File: config.mk
export PLATFORM = sky130hd
export DESIGN_NAME = traffic_phase_controller_flat
export DESIGN_NICKNAME = d
export VERILOG_FILES = /design/src/rtl/traffic_phase_controller_if.sv /design/src/rtl/traffic_phase_controller.sv /design/src/flat_wrapper.sv
export SDC_FILE = /design/constraint.sdc
export NUM_CORES = 1
export LEC_CHECK = 0
export ABC_AREA = 1
export CORE_UTILIZATION = 39
export CTS_BUF_LIST = sky130_fd_sc_hd__clkbuf_4
export DETAILED_ROUTE_END_ITERATION = 7
export PLACE_DENSITY_LB_ADDON = 0.25
export SLEW_MARGIN = 30
export SYNTH_ARGS = -nofsm -noshare
export SYNTH_HDL_FRONTEND = slang
export SYNTH_SLANG_ARGS = --single-unit
File: constraint.sdc
create_clock -name clk -period 5.3 [get_ports clk]
set_input_delay 1.06 -clock clk [delete_from_list [all_inputs] [get_ports clk]]
set_output_delay 1.06 -clock clk [all_outputs]
set_load 0.05 [all_outputs]
File: src/rtl/traffic_phase_controller_if.sv
// Signal bundle between the intersection controller and its lamp/countdown consumers.
// The master modport drives the timing inputs; the slave modport is the controller itself.
interface traffic_phase_controller_if #(
    parameter int unsigned N_DIR      = 2,
    parameter int unsigned TIME_W     = 6,
    parameter int unsigned TIMELEFT_W = 7
);
    localparam int unsigned DIR_W = $clog2(N_DIR);

    logic                          ce;
    logic [N_DIR*TIME_W-1:0]       green_time;
    logic [N_DIR-1:0]              ped_req;
    logic                          flash;
    logic [3*N_DIR-1:0]            lights;
    logic [DIR_W-1:0]              active_dir;
    logic [N_DIR*TIMELEFT_W-1:0]   time_left;

    modport master (
        output ce, green_time, ped_req, flash,
        input  lights, active_dir, time_left
    );

    modport slave (
        input  ce, green_time, ped_req, flash,
        output lights, active_dir, time_left
    );
endinterface

File: src/rtl/traffic_phase_controller.sv
// N-direction intersection phase controller: green/yellow/all-red rotation, pedestrian early
// termination, night flash mode and registered per-direction countdowns.
module traffic_phase_controller #(
    parameter int unsigned N_DIR       = 2,
    parameter int unsigned TIME_W      = 6,
    parameter int unsigned TIMELEFT_W  = 7,
    parameter int unsigned YELLOW_TIME = 3,
    parameter int unsigned ALLRED_TIME = 1,
    parameter int unsigned MIN_GREEN   = 4
) (
    input logic                       clk,
    input logic                       rst,
    traffic_phase_controller_if.slave bus
);
    localparam int unsigned DIR_W  = $clog2(N_DIR);
    localparam int unsigned Y_W    = $clog2(YELLOW_TIME + 1);
    localparam int unsigned A_W    = $clog2(ALLRED_TIME + 1);
    localparam int unsigned YA_W   = (Y_W > A_W) ? Y_W : A_W;
    localparam int unsigned CNT_W  = (TIME_W > YA_W) ? TIME_W : YA_W;
    localparam int unsigned EL_W   = (MIN_GREEN > 0) ? $clog2(MIN_GREEN + 1) : 1;
    localparam int unsigned SUM_W  = ((CNT_W > TIMELEFT_W) ? CNT_W : TIMELEFT_W) + 2;

    localparam logic [CNT_W-1:0] YELLOW_CNT = CNT_W'(YELLOW_TIME);
    localparam logic [CNT_W-1:0] ALLRED_CNT = CNT_W'(ALLRED_TIME);
    localparam logic [CNT_W-1:0] CNT_ONE    = CNT_W'(1);
    localparam logic [DIR_W-1:0] DIR_LAST   = DIR_W'(N_DIR - 1);
    localparam logic [EL_W-1:0]  EL_MAX     = '1;
    localparam logic [SUM_W-1:0] TL_SAT     = SUM_W'(2 ** TIMELEFT_W - 2);

    typedef enum logic [1:0] {StClear, StGreen, StYellow, StFlash} state_e;

    state_e                      state_q, state_d;
    logic [CNT_W-1:0]            cnt_q, cnt_d;
    logic [DIR_W-1:0]            dir_q, dir_d;
    logic [N_DIR-1:0]            pend_q, pend_d;
    logic [EL_W-1:0]             elapsed_q, elapsed_d;
    logic                        blink_q, blink_d;
    logic [3*N_DIR-1:0]          lights_q, lights_d;
    logic [N_DIR*TIMELEFT_W-1:0] tl_q, tl_d;

    function automatic logic [DIR_W-1:0] next_dir(input logic [DIR_W-1:0] d);
        return (d == DIR_LAST) ? '0 : d + DIR_W'(1);
    endfunction

    function automatic logic [3*N_DIR-1:0] lamp_calc(input state_e st, input logic [DIR_W-1:0] dir,
                                                     input logic blink);
        logic [3*N_DIR-1:0] res;
        res = '0;
        for (int d = 0; d < N_DIR; d++) begin
            if (st == StFlash)                         res[3*d +: 3] = {1'b0, blink, 1'b0};
            else if (DIR_W'(d) == dir && st == StGreen)  res[3*d +: 3] = 3'b001;
            else if (DIR_W'(d) == dir && st == StYellow) res[3*d +: 3] = 3'b010;
            else                                       res[3*d +: 3] = 3'b100;
        end
        return res;
    endfunction

    // Unscheduled directions read all-ones; scheduled values saturate one below that.
    function automatic logic [N_DIR*TIMELEFT_W-1:0] tl_calc(input state_e st,
                                                            input logic [CNT_W-1:0] cnt,
                                                            input logic [DIR_W-1:0] dir);
        logic [N_DIR*TIMELEFT_W-1:0] res;
        logic [SUM_W-1:0]            sum;
        logic [DIR_W-1:0]            nd;
        logic                        sched;
        res = '1;
        nd  = next_dir(dir);
        for (int d = 0; d < N_DIR; d++) begin
            sched = 1'b0;
            sum   = '0;
            if ((st == StGreen || st == StYellow) && DIR_W'(d) == dir) begin
                sched = 1'b1;
                sum   = SUM_W'(cnt);
            end else if (st != StFlash && DIR_W'(d) == nd) begin
                sched = 1'b1;
                if (st == StGreen)
                    sum = SUM_W'(cnt) + SUM_W'(YELLOW_TIME) + SUM_W'(ALLRED_TIME);
                else if (st == StYellow)
                    sum = SUM_W'(cnt) + SUM_W'(ALLRED_TIME);
                else
                    sum = SUM_W'(cnt);
            end
            if (sched)
                res[d*TIMELEFT_W +: TIMELEFT_W] = (sum > TL_SAT) ? TL_SAT[TIMELEFT_W-1:0]
                                                                 : sum[TIMELEFT_W-1:0];
        end
        return res;
    endfunction

    logic [DIR_W-1:0]  nd;
    logic [N_DIR-1:0]  green_mask;
    logic [TIME_W-1:0] gt;
    logic              others_pending;

    always_comb begin
        state_d   = state_q;
        cnt_d     = cnt_q;
        dir_d     = dir_q;
        elapsed_d = elapsed_q;
        blink_d   = blink_q;
        nd        = next_dir(dir_q);
        gt        = bus.green_time[nd*TIME_W +: TIME_W];
        green_mask     = (state_q == StGreen) ? (N_DIR'(1) << dir_q) : '0;
        others_pending = |(pend_q & ~(N_DIR'(1) << dir_q));
        // Requests latch on every clock edge, independent of ce.
        pend_d    = pend_q | (bus.ped_req & ~green_mask);

        if (bus.ce) begin
            unique case (state_q)
                StClear: begin
                    if (cnt_q == CNT_ONE) begin
                        if (bus.flash) begin
                            state_d = StFlash;
                            blink_d = 1'b1;
                        end else begin
                            state_d   = StGreen;
                            dir_d     = nd;
                            pend_d    = pend_d & ~(N_DIR'(1) << nd);
                            elapsed_d = '0;
                            cnt_d     = (gt == '0) ? CNT_ONE : CNT_W'(gt);
                        end
                    end else begin
                        cnt_d = cnt_q - CNT_ONE;
                    end
                end
                StGreen: begin
                    if (elapsed_q != EL_MAX) elapsed_d = elapsed_q + EL_W'(1);
                    if (cnt_q == CNT_ONE ||
                        ((32'(elapsed_q) + 32'd1 >= MIN_GREEN) && others_pending)) begin
                        state_d = StYellow;
                        cnt_d   = YELLOW_CNT;
                    end else begin
                        cnt_d = cnt_q - CNT_ONE;
                    end
                end
                StYellow: begin
                    if (cnt_q == CNT_ONE) begin
                        state_d = StClear;
                        cnt_d   = ALLRED_CNT;
                    end else begin
                        cnt_d = cnt_q - CNT_ONE;
                    end
                end
                StFlash: begin
                    if (!bus.flash) begin
                        state_d = StClear;
                        cnt_d   = ALLRED_CNT;
                    end else begin
                        blink_d = ~blink_q;
                    end
                end
            endcase
        end

        lights_d = lamp_calc(state_d, dir_d, blink_d);
        tl_d     = tl_calc(state_d, cnt_d, dir_d);
    end

    always_ff @(posedge clk or posedge rst) begin
        if (rst) begin
            state_q   <= StClear;
            cnt_q     <= ALLRED_CNT;
            dir_q     <= DIR_LAST;
            pend_q    <= '0;
            elapsed_q <= '0;
            blink_q   <= 1'b0;
            lights_q  <= lamp_calc(StClear, DIR_LAST, 1'b0);
            tl_q      <= tl_calc(StClear, ALLRED_CNT, DIR_LAST);
        end else begin
            state_q   <= state_d;
            cnt_q     <= cnt_d;
            dir_q     <= dir_d;
            pend_q    <= pend_d;
            elapsed_q <= elapsed_d;
            blink_q   <= blink_d;
            lights_q  <= lights_d;
            tl_q      <= tl_d;
        end
    end

    assign bus.lights     = lights_q;
    assign bus.active_dir = dir_q;
    assign bus.time_left  = tl_q;
endmodule

File: src/flat_wrapper.sv
// flat-port wrapper written by rule: the top's interface ports become plain ports
module traffic_phase_controller_flat 
#(
    parameter int unsigned N_DIR       = 2,
    parameter int unsigned TIME_W      = 6,
    parameter int unsigned TIMELEFT_W  = 7,
    parameter int unsigned YELLOW_TIME = 3,
    parameter int unsigned ALLRED_TIME = 1,
    parameter int unsigned MIN_GREEN   = 4
)
  (clk, rst, bus_ce, bus_green_time, bus_ped_req, bus_flash, bus_lights, bus_active_dir, bus_time_left);
  traffic_phase_controller_if #(.N_DIR(N_DIR), .TIME_W(TIME_W), .TIMELEFT_W(TIMELEFT_W)) bus_i ();
  input logic clk;
  input logic rst;
  input wire logic [$bits(bus_i.ce)-1:0] bus_ce;
  input wire logic [$bits(bus_i.green_time)-1:0] bus_green_time;
  input wire logic [$bits(bus_i.ped_req)-1:0] bus_ped_req;
  input wire logic [$bits(bus_i.flash)-1:0] bus_flash;
  output wire logic [$bits(bus_i.lights)-1:0] bus_lights;
  output wire logic [$bits(bus_i.active_dir)-1:0] bus_active_dir;
  output wire logic [$bits(bus_i.time_left)-1:0] bus_time_left;
  assign bus_i.ce = bus_ce;
  assign bus_i.green_time = bus_green_time;
  assign bus_i.ped_req = bus_ped_req;
  assign bus_i.flash = bus_flash;
  assign bus_lights = bus_i.lights;
  assign bus_active_dir = bus_i.active_dir;
  assign bus_time_left = bus_i.time_left;
  traffic_phase_controller #(.N_DIR(N_DIR), .TIME_W(TIME_W), .TIMELEFT_W(TIMELEFT_W), .YELLOW_TIME(YELLOW_TIME), .ALLRED_TIME(ALLRED_TIME), .MIN_GREEN(MIN_GREEN)) u_core (.clk(clk), .rst(rst), .bus(bus_i));
endmodule
## Word level (Yosys, flattened, before mapping)

Cells that the tools add are included.

- Flip-flop bits (word level): 35
- Bits of input ports: 18
- Output and inout port bits: 21
- Logic and storage cells: 116

- Add/sub/neg operators: 8
- Multiply operators: 1
- Magnitude comparators: 3
- Eq/ne operators: 12
- Shift-type cells: 3
- Muxes and demuxes: 55
- Bitwise logic cells: 10
- Reductions and logical operators: 16

Operator list:

| operator | count |
|---|---|
| $mux W9 | 6 |
| $mux W6 | 7 |
| $ge A32 B3 Y1 const B | 1 |
| $mux W7 | 4 |
| $mux W3 | 9 |
| $pmux W6 S4 | 1 |
| $mux W2 | 11 |
| $gt A9 B7 Y1 const B | 2 |
| $mux W1 | 14 |
| $shiftx A12 B5 Y6 | 1 |
| $add A9 B1 Y9 const B | 1 |
| $logic_and A1 B1 Y1 | 9 |
| $eq A2 B2 Y1 const B | 4 |
| $pmux W2 S4 | 1 |
| $add A6 B1 Y7 const B | 1 |
| $add A6 B2 Y7 const B | 1 |
| $and A2 B2 Y2 | 3 |
| $eq A6 B1 Y1 const B | 1 |
| $logic_not A6 Y1 | 1 |
| $ne A2 B2 Y1 const B | 3 |
| $not A2 Y2 | 3 |
| $pmux W3 S2 | 1 |
| $sub A6 B1 Y6 const B | 1 |
| $reduce_and A5 Y1 | 1 |
| 15 further kinds | 21 |

## Depth between registers and ports, before layout

- Depth after elaboration: 18
- Gate-level depth with buffers: 24
- Depth with buffers taken out: 24

## Worst setup path before layout

OpenSTA, ideal clock, no wires.

- Path kind: input to register
- From: in bus_green_time[11]
- To: reg u_core.tl_q[5], in the netlist u_core.bus.time_left[5]
- Setup time: 127 ps
- Arrival time: 2,872 ps
- Required time: 5,173 ps
- Slack: 2,302 ps
- Stages: 19
- Buffers on the path: 0
- Cells stage by stage: or2_1 -> o21ai_0 -> nand3_1 -> nand2_1 -> nand2_1 -> nand3_2 -> and2_1 -> inv_1 -> ha_1 -> nor2_1 -> nand3_1 -> nand2_1 -> nand2_1 -> nor2_1 -> nand2_2 -> nor2_2 -> nand2_1 -> nand4_1 -> nand3_1

- Longest elaborated chain between the ends: 15
- Elaborated cells on any way between the ends: 17
- Classes of those cells: 3 x add/sub; 1 x order compare; 1 x shift; 11 x mux; 1 x reduce/logical

Ends and longest elaborated chain:

| what | RTL line | text |
|---|---|---|
| from (decl) | flat_wrapper.sv:16 | `input wire logic [$bits(bus_i.green_time)-1:0] bus_green_time;` |
| $shiftx A12 B5 Y6 * | traffic_phase_controller.sv:102 | `gt = bus.green_time[nd*TIME_W +: TIME_W];` |
| $logic_not A6 Y1 * | traffic_phase_controller.sv:120 | `cnt_d = (gt == '0) ? CNT_ONE : CNT_W'(gt);` |
| $mux W6 * | traffic_phase_controller.sv:120 |  |
| $mux W6 * | traffic_phase_controller.sv:112 | `if (bus.flash) begin` |
| $mux W6 * | traffic_phase_controller.sv:111 | `if (cnt_q == CNT_ONE) begin` |
| $pmux W6 S4 * | traffic_phase_controller.sv:109 | `unique case (state_q)` |
| $mux W6 * | traffic_phase_controller.sv:108 | `if (bus.ce) begin` |
| net u_core.cnt_d[0] | traffic_phase_controller.sv:33 | `logic [CNT_W-1:0] cnt_q, cnt_d;` |
| $add A6 B2 Y7 or $add A6 B1 Y7 (tied branches) | traffic_phase_controller.sv:77, traffic_phase_controller.sv:79 |  |
| $add A9 B1 Y9 or $mux W9 (tied branches) | traffic_phase_controller.sv:77, traffic_phase_controller.sv:78 |  |
| $mux W9 | traffic_phase_controller.sv:76 | `if (st == StGreen)` |
| $mux W9 | traffic_phase_controller.sv:74 | `end else if (st != StFlash && DIR_W'(d) == nd) begin` |
| $mux W9 * | traffic_phase_controller.sv:71 | `if ((st == StGreen \|\| st == StYellow) && DIR_W'(d) == dir) begin` |
| $gt A9 B7 Y1 | traffic_phase_controller.sv:84 | `res[d*TIMELEFT_W +: TIMELEFT_W] = (sum > TL_SAT) ? TL_SAT[TIMELEFT_W-1:0]` |
| $mux W7 * | traffic_phase_controller.sv:84 |  |
| $mux W7 * | traffic_phase_controller.sv:83 | `if (sched)` |
| net u_core.tl_d[5] | traffic_phase_controller.sv:39 | `logic [N_DIR*TIMELEFT_W-1:0] tl_q, tl_d;` |
| to (signal assigned) | traffic_phase_controller.sv:168 | `tl_q <= tl_calc(StClear, ALLRED_CNT, DIR_LAST);` |
| to (signal assigned) | traffic_phase_controller.sv:177 | `tl_q <= tl_d;` |
| to (decl) | traffic_phase_controller.sv:39 |  |

The timed path passes the listed nets; every way through them passes the cells marked *.
A chain may end at the register's enable or synchronous reset.

## Final worst setup path

- From: in bus_flash
- To: reg u_core.tl_q[9], in the netlist u_core.bus.time_left[9]

- Longest elaborated chain between the ends: 12
- Elaborated cells on any way between the ends: 34
- Classes of those cells: 4 x add/sub; 1 x order compare; 3 x eq/ne; 23 x mux; 3 x reduce/logical

Ends and longest elaborated chain:

| what | RTL line | text |
|---|---|---|
| from (decl) | flat_wrapper.sv:18 | `input wire logic [$bits(bus_i.flash)-1:0] bus_flash;` |
| $mux W2 | traffic_phase_controller.sv:112 |  |
| $mux W2 | traffic_phase_controller.sv:111 |  |
| $pmux W2 S4 * | traffic_phase_controller.sv:109 |  |
| $mux W2 * | traffic_phase_controller.sv:108 |  |
| net u_core.state_d[1] | traffic_phase_controller.sv:32 | `state_e state_q, state_d;` |
| $eq A2 B2 Y1 | traffic_phase_controller.sv:71, traffic_phase_controller.sv:78 |  |
| $mux W9 | traffic_phase_controller.sv:78 | `else if (st == StYellow)` |
| $mux W9 | traffic_phase_controller.sv:76 |  |
| $mux W9 | traffic_phase_controller.sv:74 |  |
| $mux W9 | traffic_phase_controller.sv:71 |  |
| $gt A9 B7 Y1 | traffic_phase_controller.sv:84 |  |
| $mux W7 | traffic_phase_controller.sv:84 |  |
| $mux W7 * | traffic_phase_controller.sv:83 |  |
| net u_core.tl_d[9] | traffic_phase_controller.sv:39 |  |

Marks and branches as above.

==> flow_summary.yaml <==
timing:
  finalHoldViolations: 0
  finalCritPeriodShare_pct: 67.4
  fin_tns_setup_ns: 0
  slew_headroom_pct: 63.1
  fin_crit_ns: 3.57
  finalSetupViolCount: 0
  clock.fmax_mhz: 280
  rsz0062_at_grt: "false"
  tightestPinTransition_ns: 0.548
  final_max_slew_viol_count: 0
  fin_skew_ns: 0.0114
cts:
  clockBufferDepth: 2
  postCtsSetupBuffers: 0
  clk_latency_ns: 0.34
  postCtsResizedCells: 0
  cts_buffers: 5
  cts_hold_buf: 0
  clk_pin_slew_worst_paths_ns: 0.12
  cts_num_sinks: 35
  cts_tree: "done"
  htree_levels: 2
  clockRootBuffer: "clkbuf_4"
drt:
  via_per_inst: 5.08
  num_vias: 2551
  routed_wirelength_um: 6740
  drc: 0
  antenna_left: 0
  wire_per_inst_um: 13.4
  drt_iter0_drc: 238
  dr.pass1.iters: 5
worst_setup_path:
  r2r_cells: 19
  r2r_slack_ns: 1.96
  cp-end-kind: "flop"
  cp.arrival_ns: 3.83
  worstPathMaxFanout: 11
  critPathLaunch: "bus_flash"
  timing.rr.end: "u_core.bus.time_left[5]"
  path_class: "in -> reg"
  worstReg2RegStart: "u_core.state_q[1]"
  start_kind: "input port"
  critPathRequiredTime_ns: 5.56
layout:
  fin_nets: 439
  fillers: 702
  drive_gt1_share_pct: 18.7
  antenna_cells: 0
  syn2layout_area_growth_pct: 18.5
floorplan:
  fp.dieW_um: 86.4
  die_area_sq_um: 7460
  ioPinCount: 39
  start_util_pct: 40.6
  placementRows: 30
  die-height_um: 86.4
  fp.coreArea_sq_um: 6830
synth:
  async_flop_share_pct: 100
  synth_nets: 401
  synth_top_area_cell: "dfrtp_1"
  avgSynthCellArea_sq_um: 7.57
  synthTopCellsByArea: "dfrtp_1 (21%), nand2_1 (13%), dfstp_2 (11%)"
  synth_area_sq_um: 2780
  ys_seq_area_share_pct: 32.1
  netlist_instances: 367
  synth_top_area_share_pct: 20.7
  synth_seq_cells: 35
  yosys_warnings: 0
  synth.most_common_cell: "nand2_1"
  synth_common_cells: "nand2_1 (96), inv_1 (45), nand3_1 (32)"
  synthFlopType: "dfrtp_1"
  synth_edf_count: 0
  synth_cell_types: 41
global_route:
  grt_pass1_wl_um: 11500
  grt_max_degree: 36
  antenna_found_initial: 0
  grt_pass1_vias: 2444
  globalRouteOverflowTotal: 0
  grtUsageTotal_pct: 19.3
min_path:
  hold-path-endpoint: "u_core.elapsed_q[0]"
  hold_class: "reg -> reg"
  min_path_cells: 1
  hp-start: "u_core.elapsed_q[0]"
pwr:
  p_sw_share_pct: 54.8
  power_frac_clock_pct: 8.8
  internal_power_w: 0.00100
  combPwrFrac_pct: 69.1
  seqPwrFrac_pct: 22.1
  p_per_area_nw_per_um2: 673
  power.switching_w: 0.00121
  p_total_w: 0.00221
  vdd_drop_max_mv: 0.262
  leakagePower_nw: 1.52
placed_design:
  gp_congestion: 0.874
  portBuffers: 38
  dp_hpwl_um: 5230
job:
  max_cap_violations: 0
status:
  status: "finished clean"
==> how the worst max path moves through the flow <==
stage	end	slack [ns]	depth (start not counted)
2_1_floorplan	u_core.bus.time_left[5]	2.30	19
3_3_place_gp	u_core.bus.time_left[5]	1.44	21
5_1_grt	u_core.bus.time_left[9]	1.52	14
6_report	u_core.bus.time_left[9]	1.73	14
3_5_place_dp	u_core.bus.time_left[5]	1.41	20
4_1_cts	u_core.bus.time_left[5]	1.76	20
==> per-layer routing <==
layer | vias to the layer above | wire (um) | track usage, %
met5 | - | 0 | 0
met4 | 0 | 97 | 5.45
met3 | 11 | 359 | 3.43
li1 | 1266 | - | -
met2 | 86 | 3140 | 31.7
met1 | 1188 | 3150 | 26.0
==> power groups by stage <==
stage                     registers, W  logic [W]  clock network [W]
after global routing          0.000501    0.00169           0.000216
final                         0.000489    0.00153           0.000195
after detailed placement      0.000497    0.00152                  0
after CTS                     0.000491    0.00153           0.000198
after global placement        0.000496    0.00151                  0
after floorplan               0.000715   0.000943                  0
==> logic make-up after synthesis <==
logic type / Yosys count / share of synthesized area, %
AO/OA/AOI/OAI: 49 / 11.5
XOR/XNOR: 4 / 1.26
AND/OR/NAND/NOR: 204 / 38.3
adder cells (fa/ha/maj): 16 / 7.21
buffers and inverters: 59 / 9.64
flip-flops: 35 / 32.1
==> sequential cells by signal, indices dropped and copies added, names as in the netlist <==
name and flops:
u_core.bus.time_left 14, u_core.state_q 2, u_core.bus.active_dir 1, u_core.pend_q 2
u_core.blink_q 1, u_core.elapsed_q 3, u_core.bus.lights 6, u_core.cnt_q 6
==> critical path, cell delays in order <==
cell and delay, ns:
clkdlybuf4s50_1 0.68, nand2_1 0.15, inv_1 0.14, nor2_1 0.07, a21oi_1 0.11, nor2_1 0.06
o22ai_1 0.31, inv_1 0.08, ha_1 0.28, inv_1 0.30, o21ai_0 0.17, o22ai_1 0.22
nand2_1 0.09, o211ai_1 0.10
==> cells in the final DEF, fill, tap and decap left out, types with 2 or more instances in the layout <==
cell,count
o31ai_1,2
xor2_1,3
nor2_4,6
clkdlybuf4s50_1,38
nor3_1,3
inv_1,45
clkbuf_4,5
o21ai_0,16
nor2_2,6
a21oi_1,8
nand3_1,32
dfstp_2,12
nand4_1,6
ha_1,16
inv_2,5
o22ai_1,2
a21oi_2,2
o211ai_1,11
nor2_1,19
dfrtp_1,23
nand2_4,6
nand2_2,16
nand2_1,96
nand3_2,8
==> layout make-up <==
type | count | area [sq um] | share of cell area [%]
multi-input combinational | 273 | 1620 | 49.2
tap | 96 | 120 | 3.65
clock buffer | 5 | 37.5 | 1.14
timing repair buffer | 39 | 388 | 11.8
inverter | 51 | 191 | 5.82
sequential | 35 | 891 | 27.1
clock inverter | 3 | 43.8 | 1.33
==> stage by stage <==
stage | setup WS, ns | util [%] | instance area, sq um | std cells | hold slack [ns]
3_3_place_gp | 1.44 | 47.0 | 3210 | 494 | 0.490
2_1_floorplan | 2.30 | - | 2780 | 367 | 0.466
4_1_cts | 1.76 | 48.2 | 3290 | 502 | 0.536
6_report | 1.73 | 48.2 | 3290 | 502 | 0.528
3_5_place_dp | 1.41 | 47.0 | 3210 | 494 | 0.507
5_1_grt | 1.52 | 48.2 | 3290 | 502 | 0.563
No activity file was read; power rests on OpenSTA's default activity.
